### config.mk
export PLATFORM = sky130hd
export DESIGN_NAME = record_stepper_flat
export DESIGN_NICKNAME = d
export VERILOG_FILES = /design/src/rtl/record_stepper_pkg.sv /design/src/rtl/record_stepper_if.sv /design/src/rtl/record_stepper_step_timer.sv /design/src/rtl/record_stepper.sv /design/src/flat_wrapper.sv
export SDC_FILE = /design/constraint.sdc
export NUM_CORES = 1
export LEC_CHECK = 0
export CAP_MARGIN = 20
export CORE_MARGIN = 2
export CORE_UTILIZATION = 54
export CTS_CLUSTER_DIAMETER = 200
export DETAILED_ROUTE_END_ITERATION = 16
export PLACE_DENSITY = 0.8
export SYNTH_ARGS = -nofsm -noshare
export SYNTH_HDL_FRONTEND = slang
export SYNTH_HIERARCHICAL = 1
export SYNTH_SLANG_ARGS = --single-unit
### constraint.sdc
create_clock -name clk -period 3.1 [get_ports clk]
set_input_delay 0.465 -clock clk [delete_from_list [all_inputs] [get_ports clk]]
set_output_delay 0.465 -clock clk [all_outputs]
set_load 0.02 [all_outputs]
### src/rtl/record_stepper_pkg.sv
// Shared types and record-layout helpers for the record_stepper block.
// The record is {count, dir, mask} packed LSB-first into the FIFO word.
package record_stepper_pkg;

   typedef enum logic [2:0] {
      ST_IDLE,
      ST_FETCH,
      ST_LOAD,
      ST_SETUP,
      ST_PULSE,
      ST_GAP
   } state_e;

   localparam int DEF_AXES        = 4;
   localparam int DEF_COUNT_WIDTH = 8;

   function automatic int field_dir_lsb(input int axes);
      return axes;
   endfunction

   function automatic int field_cnt_lsb(input int axes);
      return 2 * axes;
   endfunction

   function automatic int rec_width(input int axes, input int count_width);
      return 2 * axes + count_width;
   endfunction

   // Default build matches the FIFO's two-byte record.
   localparam int REC_WIDTH = rec_width(DEF_AXES, DEF_COUNT_WIDTH);

   function automatic int timer_width(input int a, input int b);
      int m;
      m = (a > b) ? a : b;
      return (m < 2) ? 1 : $clog2(m);
   endfunction

endpackage

### src/rtl/record_stepper_if.sv
// FIFO-side handshake plus step/dir pin bundle of the record_stepper.
// master = the stepper, slave = the FIFO / board environment.
interface record_stepper_if #(
   parameter int AXES        = 4,
   parameter int COUNT_WIDTH = 8
);
   import record_stepper_pkg::*;

   logic                                    enable;
   logic                                    fifo_empty;
   logic [rec_width(AXES, COUNT_WIDTH)-1:0] fifo_data;
   logic                                    fifo_read_en;
   logic [AXES-1:0]                         step;
   logic [AXES-1:0]                         dir;
   logic                                    busy;
   logic                                    underrun;

   modport master (
      input  enable, fifo_empty, fifo_data,
      output fifo_read_en, step, dir, busy, underrun
   );

   modport slave (
      output enable, fifo_empty, fifo_data,
      input  fifo_read_en, step, dir, busy, underrun
   );

endinterface

### src/rtl/record_stepper_step_timer.sv
// Loadable down-counter shared by the SETUP, PULSE and GAP phases.
// tc_o is high while the count sits at zero; freeze_i holds the count.
module step_timer #(
   parameter int WIDTH = 3
) (
   input  logic             clk,
   input  logic             rst,
   input  logic             load_i,
   input  logic [WIDTH-1:0] load_val_i,
   input  logic             freeze_i,
   output logic             tc_o
);

   logic [WIDTH-1:0] cnt_q, cnt_d;

   always_comb begin
      cnt_d = cnt_q;
      if (load_i) begin
         cnt_d = load_val_i;
      end else if (!freeze_i && (cnt_q != '0)) begin
         cnt_d = cnt_q - WIDTH'(1);
      end
   end

   always_ff @(posedge clk) begin
      if (rst) begin
         cnt_q <= '0;
      end else begin
         cnt_q <= cnt_d;
      end
   end

   assign tc_o = (cnt_q == '0);

endmodule

### src/rtl/record_stepper.sv
// Pops motion records from the FIFO and plays them out as step/dir pulses.
// Optional sticky underrun flag is built only with RECORD_STEPPER_UNDERRUN_EN.
module record_stepper
   import record_stepper_pkg::*;
#(
   parameter int AXES        = DEF_AXES,
   parameter int COUNT_WIDTH = DEF_COUNT_WIDTH,
   parameter int STEP_PERIOD = 8,
   parameter int PULSE_WIDTH = 2,
   parameter int DIR_SETUP   = 3
) (
   input  logic                clk,
   input  logic                rst,
   record_stepper_if.master    bus
);

   localparam int TW      = timer_width(STEP_PERIOD, DIR_SETUP);
   localparam int DIR_LSB = field_dir_lsb(AXES);
   localparam int CNT_LSB = field_cnt_lsb(AXES);

   // Timer terminates at zero, so each phase loads its length minus one.
   localparam logic [TW-1:0] SETUP_LOAD = TW'(DIR_SETUP - 1);
   localparam logic [TW-1:0] PULSE_LOAD = TW'(PULSE_WIDTH - 1);
   localparam logic [TW-1:0] GAP_LOAD   = TW'(STEP_PERIOD - PULSE_WIDTH - 1);

   state_e                 state_q, state_d;
   logic [AXES-1:0]        mask_q, mask_d;
   logic [AXES-1:0]        dir_q, dir_d;
   logic [AXES-1:0]        step_q, step_d;
   logic [COUNT_WIDTH-1:0] count_q, count_d;

   logic                   tmr_load;
   logic [TW-1:0]          tmr_val;
   logic                   tmr_freeze;
   logic                   tmr_tc;

   step_timer #(
      .WIDTH (TW)
   ) u_timer (
      .clk        (clk),
      .rst        (rst),
      .load_i     (tmr_load),
      .load_val_i (tmr_val),
      .freeze_i   (tmr_freeze),
      .tc_o       (tmr_tc)
   );

   always_comb begin
      state_d    = state_q;
      mask_d     = mask_q;
      dir_d      = dir_q;
      count_d    = count_q;
      tmr_load   = 1'b0;
      tmr_val    = '0;
      tmr_freeze = 1'b0;

      case (state_q)
         ST_IDLE: begin
            if (bus.enable && !bus.fifo_empty) begin
               state_d = ST_FETCH;
            end
         end
         ST_FETCH: begin
            state_d = ST_LOAD;
         end
         ST_LOAD: begin
            mask_d  = bus.fifo_data[AXES-1:0];
            dir_d   = bus.fifo_data[DIR_LSB +: AXES];
            count_d = bus.fifo_data[CNT_LSB +: COUNT_WIDTH];
            if (count_d == '0) begin
               state_d = ST_IDLE;
            end else begin
               state_d  = ST_SETUP;
               tmr_load = 1'b1;
               tmr_val  = SETUP_LOAD;
            end
         end
         ST_SETUP: begin
            if (tmr_tc) begin
               state_d  = ST_PULSE;
               tmr_load = 1'b1;
               tmr_val  = PULSE_LOAD;
            end
         end
         ST_PULSE: begin
            if (tmr_tc) begin
               state_d  = ST_GAP;
               tmr_load = 1'b1;
               tmr_val  = GAP_LOAD;
            end
         end
         ST_GAP: begin
            // Only the gap stretches while enable is low; pulses always finish.
            tmr_freeze = !bus.enable;
            if (tmr_tc && bus.enable) begin
               if (count_q != '0) begin
                  count_d = count_q - COUNT_WIDTH'(1);
               end
               if (count_q <= COUNT_WIDTH'(1)) begin
                  state_d = ST_IDLE;
               end else begin
                  state_d  = ST_PULSE;
                  tmr_load = 1'b1;
                  tmr_val  = PULSE_LOAD;
               end
            end
         end
         default: begin
            state_d = ST_IDLE;
         end
      endcase
   end

   for (genvar gi = 0; gi < AXES; gi++) begin : g_step
      assign step_d[gi] = (state_d == ST_PULSE) & mask_d[gi];
   end

   always_ff @(posedge clk) begin
      if (rst) begin
         state_q <= ST_IDLE;
         mask_q  <= '0;
         dir_q   <= '0;
         count_q <= '0;
         step_q  <= '0;
      end else begin
         state_q <= state_d;
         mask_q  <= mask_d;
         dir_q   <= dir_d;
         count_q <= count_d;
         step_q  <= step_d;
      end
   end

   assign bus.fifo_read_en = (state_q == ST_FETCH);
   assign bus.busy         = (state_q != ST_IDLE);
   assign bus.step         = step_q;
   assign bus.dir          = dir_q;

`ifdef RECORD_STEPPER_UNDERRUN_EN
   logic underrun_q, underrun_d;

   always_comb begin
      underrun_d = underrun_q;
      if ((state_q == ST_GAP) && tmr_tc && bus.enable &&
          (count_q == COUNT_WIDTH'(1)) && bus.fifo_empty) begin
         underrun_d = 1'b1;
      end
   end

   always_ff @(posedge clk) begin
      if (rst) begin
         underrun_q <= 1'b0;
      end else begin
         underrun_q <= underrun_d;
      end
   end

   assign bus.underrun = underrun_q;
`else
   assign bus.underrun = 1'b0;
`endif

endmodule
### src/flat_wrapper.sv
// flat-port wrapper written by rule: the top's interface ports become plain ports
module record_stepper_flat import record_stepper_pkg::*;
#(
   parameter int AXES        = DEF_AXES,
   parameter int COUNT_WIDTH = DEF_COUNT_WIDTH,
   parameter int STEP_PERIOD = 8,
   parameter int PULSE_WIDTH = 2,
   parameter int DIR_SETUP   = 3
)
  (clk, rst, bus_enable, bus_fifo_empty, bus_fifo_data, bus_fifo_read_en, bus_step, bus_dir, bus_busy, bus_underrun);
  record_stepper_if #(.AXES(AXES), .COUNT_WIDTH(COUNT_WIDTH)) bus_i ();
  input  logic clk;
  input  logic rst;
  input wire logic [$bits(bus_i.enable)-1:0] bus_enable;
  input wire logic [$bits(bus_i.fifo_empty)-1:0] bus_fifo_empty;
  input wire logic [$bits(bus_i.fifo_data)-1:0] bus_fifo_data;
  output wire logic [$bits(bus_i.fifo_read_en)-1:0] bus_fifo_read_en;
  output wire logic [$bits(bus_i.step)-1:0] bus_step;
  output wire logic [$bits(bus_i.dir)-1:0] bus_dir;
  output wire logic [$bits(bus_i.busy)-1:0] bus_busy;
  output wire logic [$bits(bus_i.underrun)-1:0] bus_underrun;
  assign bus_i.enable = bus_enable;
  assign bus_i.fifo_empty = bus_fifo_empty;
  assign bus_i.fifo_data = bus_fifo_data;
  assign bus_fifo_read_en = bus_i.fifo_read_en;
  assign bus_step = bus_i.step;
  assign bus_dir = bus_i.dir;
  assign bus_busy = bus_i.busy;
  assign bus_underrun = bus_i.underrun;
  record_stepper #(.AXES(AXES), .COUNT_WIDTH(COUNT_WIDTH), .STEP_PERIOD(STEP_PERIOD), .PULSE_WIDTH(PULSE_WIDTH), .DIR_SETUP(DIR_SETUP)) u_core (.clk(clk), .rst(rst), .bus(bus_i));
endmodule
==> flow_summary.yaml <==
timing:
  max_slew_margin_pct: 42.15
  fin_hold_ws_ns: 0.4728
  max_clock_freq_ghz: 0.4445
  fin_crit_ns: 2.250
  fin_skew_ns: 0.001688
  tns_ns: 0
  setup_viol: 0
  grt_setup_unrepaired: "false"
  max_slew.worst_pin.slew_ns: 0.8598
  drv_slew: 0
  hold_violations: 0
  timing.final.crit_share_pct: 72.57
cts:
  cts_max_level: 1
  insertion_delay_ns: 0.32
  cts_tree: "yes"
  ctsHoldBuffers: 0
  cts_resized: 0
  numCtsBuffers: 3
  clk_pin_slew_worst_paths_ns: 0.14
  cts_setup_buffers: 0
  root_buffer: "clkbuf_4"
  cts.sinks: 26
  clock_path_buffers: 2
synthesis:
  yosysWarnings: 6
  synthTopCellsByArea: "dfxtp_1, nand2_1, a21oi_1, nor2_1, ha_1"
  synth-seq-cells: 26
  synthDistinctLibCells: 51
  synthesis.area_um2: 1480
  syn_area_per_cell_um2: 8.363
  yosysTopAreaCellShare_pct: 35.16
  synth_area_leader_cell: "dfxtp_1"
  syn_inst: 177
  syn_nets: 201
  yosysSeqAreaShare_pct: 35.16
power:
  sequentialPowerShare_pct: 43.0
  p_comb_share_pct: 38.5
  pwr-share-clk_pct: 18.5
  cellPowerDensity_nw_per_um2: 527.6
  p_int_w: 0.0006031
  power.net_switching_w: 0.0003336
  leakagePower_nw: 0.6597
  switching_share_pct: 35.62
  peakVddDrop_mv: 0.4588
setup_path:
  path_cells: "nor2_1, o2111ai_1, a31oi_1, o21bai_1, or3_1, a31oi_1"
  critPathMostFrequentCell: "a31oi_1"
  reg2reg_slack_ns: 0.85
  worstPathMaxFanout: 8
  cpLargestDelayFamily: "compound AO/OA/AOI/OAI gates"
  required_ns: 3.35
  cp.arrival_ns: 2.50
  r2r_start: "u_core/count_q[4]$_SDFFE_PP0P_"
  cp_slowest_cell: "nor2_1"
  path_buf_inv: 0
  crit_path_end_kind: "flop"
  reg2reg_depth: 6
  start_kind: "flop"
  critPathKind: "flop to flop"
  worstReg2RegEnd: "u_core/u_timer/cnt_q[1]$_SDFFE_PP0P_"
  slowest_delay_ns: 0.49
drt:
  dr.pass1.iters: 4
  drt_iter0_drc: 72
  via_count: 1408
  via_per_inst: 6.148
  wl_per_cell_um: 15.16
  drc: 0
  ant_nets: 0
  routed_wl_um: 3471
die:
  io_pins: 31
  die_area_um2: 3176
  die_y_um: 56.36
  die_x_um: 56.36
  core_um2: 2545
  initial_utilization_pct: 58.16
  std_cell_rows: 18
status:
  status: "complete, no violations"
cells_and_area:
  nets: 224
  layout-drive-gt1-share_pct: 7.538
  num_antenna_cells: 0
  syn_to_final_growth_pct: 19.95
  final_cell_mix: "clkdlybuf4s50_1, dfxtp_1, nand2_1"
  final_common_cell: "clkdlybuf4s50_1"
global_route:
  grt_pass1_vias: 1337
  grt_start_max_net_pins: 21
  gr-total-overflow: 0
  grt_pass1_wl_um: 5823
  grt_usage_pct: 22.73
  antenna_found_initial: 0
hold_path:
  min_path_type: "flop to flop"
  holdCritStartpoint: "u_core/bus.dir[0]$_SDFFE_PP0P_"
  hold_end: "u_core/bus.dir[0]$_SDFFE_PP0P_"
  hold_depth: 2
placement:
  port_buffers: 29
  place_congestion: 0.8663
  dp_hpwl_um: 2497
run:
  cap_violations: 0
==> area by class of cell <==
| type | count | area [um2] |
|---|---|---|
| fillers | 216 | 769.5 |
| flip-flops and latches | 26 | 520.5 |
| multi-input cells | 127 | 834.6 |
| inverters | 11 | 41.29 |
| repair buffers | 31 | 305.3 |
| clock buffers | 4 | 36.28 |
| well taps | 30 | 37.54 |
==> tightest hold or removal path, stage by stage, from the launching register on <==
cell and delay, ns:
dfxtp_1 0.34, nand2_1 0.05, a21oi_1 0.06
==> cells in the mapped netlist (all sizes together) <==
cell type / count
a221oi: 4
o2111ai: 1
nor3: 5
o21ai: 3
or3: 3
nand2: 21
nor4: 7
o21bai: 1
nor3b: 4
a311o: 1
a31o: 3
or2: 2
a311oi: 1
nand3b: 4
ha: 4
a211oi: 2
o22ai: 3
o32ai: 1
a211o: 1
mux2i: 4
and3b: 1
xnor2: 1
nand3: 4
buf: 11
o21a: 1
dfxtp: 26
a31oi: 6
a21oi: 14
or4b: 1
a22o: 1
conb: 1
and2: 1
a221o: 1
and3: 1
clkbuf: 2
a32oi: 1
nand4: 1
o211ai: 1
or3b: 1
nor2: 14
inv: 11
o31ai: 1
==> worst max path at each step <==
stage | startpoint | to | slack (ns) | depth (start not counted)
5_1_grt | u_core/state_q[0]$_SDFF_PP0_ | bus_fifo_read_en | 0.67 | 2
6_report | u_core/count_q[4]$_SDFFE_PP0P_ | u_core/u_timer/cnt_q[1]$_SDFFE_PP0P_ | 0.85 | 6
2_1_floorplan | u_core/count_q[4]$_SDFFE_PP0P_ | u_core/u_timer/cnt_q[1]$_SDFFE_PP0P_ | 1.22 | 6
3_5_place_dp | bus_fifo_data[14] | u_core/u_timer/cnt_q[2]$_SDFFE_PP0P_ | 0.73 | 6
4_1_cts | u_core/state_q[0]$_SDFF_PP0_ | bus_fifo_read_en | 0.85 | 2
3_3_place_gp | bus_fifo_data[10] | u_core/u_timer/cnt_q[1]$_SDFFE_PP0P_ | 0.81 | 6
==> cells by family (layout without fill, tap and decap cells) <==
| kind of cell | after synthesis | count (layout) | share of synthesized area [%] |
|---|---|---|---|
| flip-flops | 26 | 26 | 35.16 |
| other | 1 | 1 | 0.2533 |
| XOR/XNOR | 1 | 1 | 0.5918 |
| AO/OA/AOI/OAI | 47 | 47 | 23.42 |
| adder cells (fa/ha/maj) | 4 | 4 | 3.381 |
| buffers and inverters | 24 | 46 | 8.453 |
| AND/OR/NAND/NOR | 70 | 70 | 26.04 |
| multiplexers | 4 | 4 | 2.705 |
==> registers in the layout, summed over array words and instances (netlist names) <==
register              cells
u_core/bus.dir            4
u_core/bus.step           4
u_core/count_q            8
u_core/mask_q             4
u_core/state_q            3
u_core/u_timer/cnt_q      3
==> per-stage QoR <==
stage / utilization (%) / setup slack [ns] / area, um2 / instances / total power, W
global route: 69.76 / 0.6702 / 1775 / 229 / 0.0009935
detailed placement: 68.34 / 0.7263 / 1739 / 225 / 0.0007647
CTS: 69.76 / 0.8486 / 1775 / 229 / 0.0009422
global placement: 68.34 / 0.8115 / 1739 / 225 / 0.0007520
floorplan: - / 1.220 / 1480 / 177 / 0.0006724
finish: 69.76 / 0.8502 / 1775 / 229 / 0.0009368
==> power groups by stage <==
| stage | Clock (W) | Combinational, W | Sequential [W] |
|---|---|---|---|
| 2_1_floorplan | 0 | 0.000272 | 0.000400 |
| 3_3_place_gp | 0 | 0.000345 | 0.000408 |
| 3_5_place_dp | 0 | 0.000354 | 0.000411 |
| 4_1_cts | 0.000182 | 0.000357 | 0.000403 |
| 5_1_grt | 0.000193 | 0.000392 | 0.000408 |
| 6_report | 0.000174 | 0.000360 | 0.000403 |
==> layer usage <==
metal | global-route usage [%] | wire, um | up-vias
met2 | 37.98 | 1641 | 57
li1 | - | - | 694
met4 | 10.88 | 86 | 0
met1 | 28.49 | 1474 | 647
met3 | 3.456 | 268 | 10
met5 | 0 | 0 | -
(Power assumes the default switching activity.)
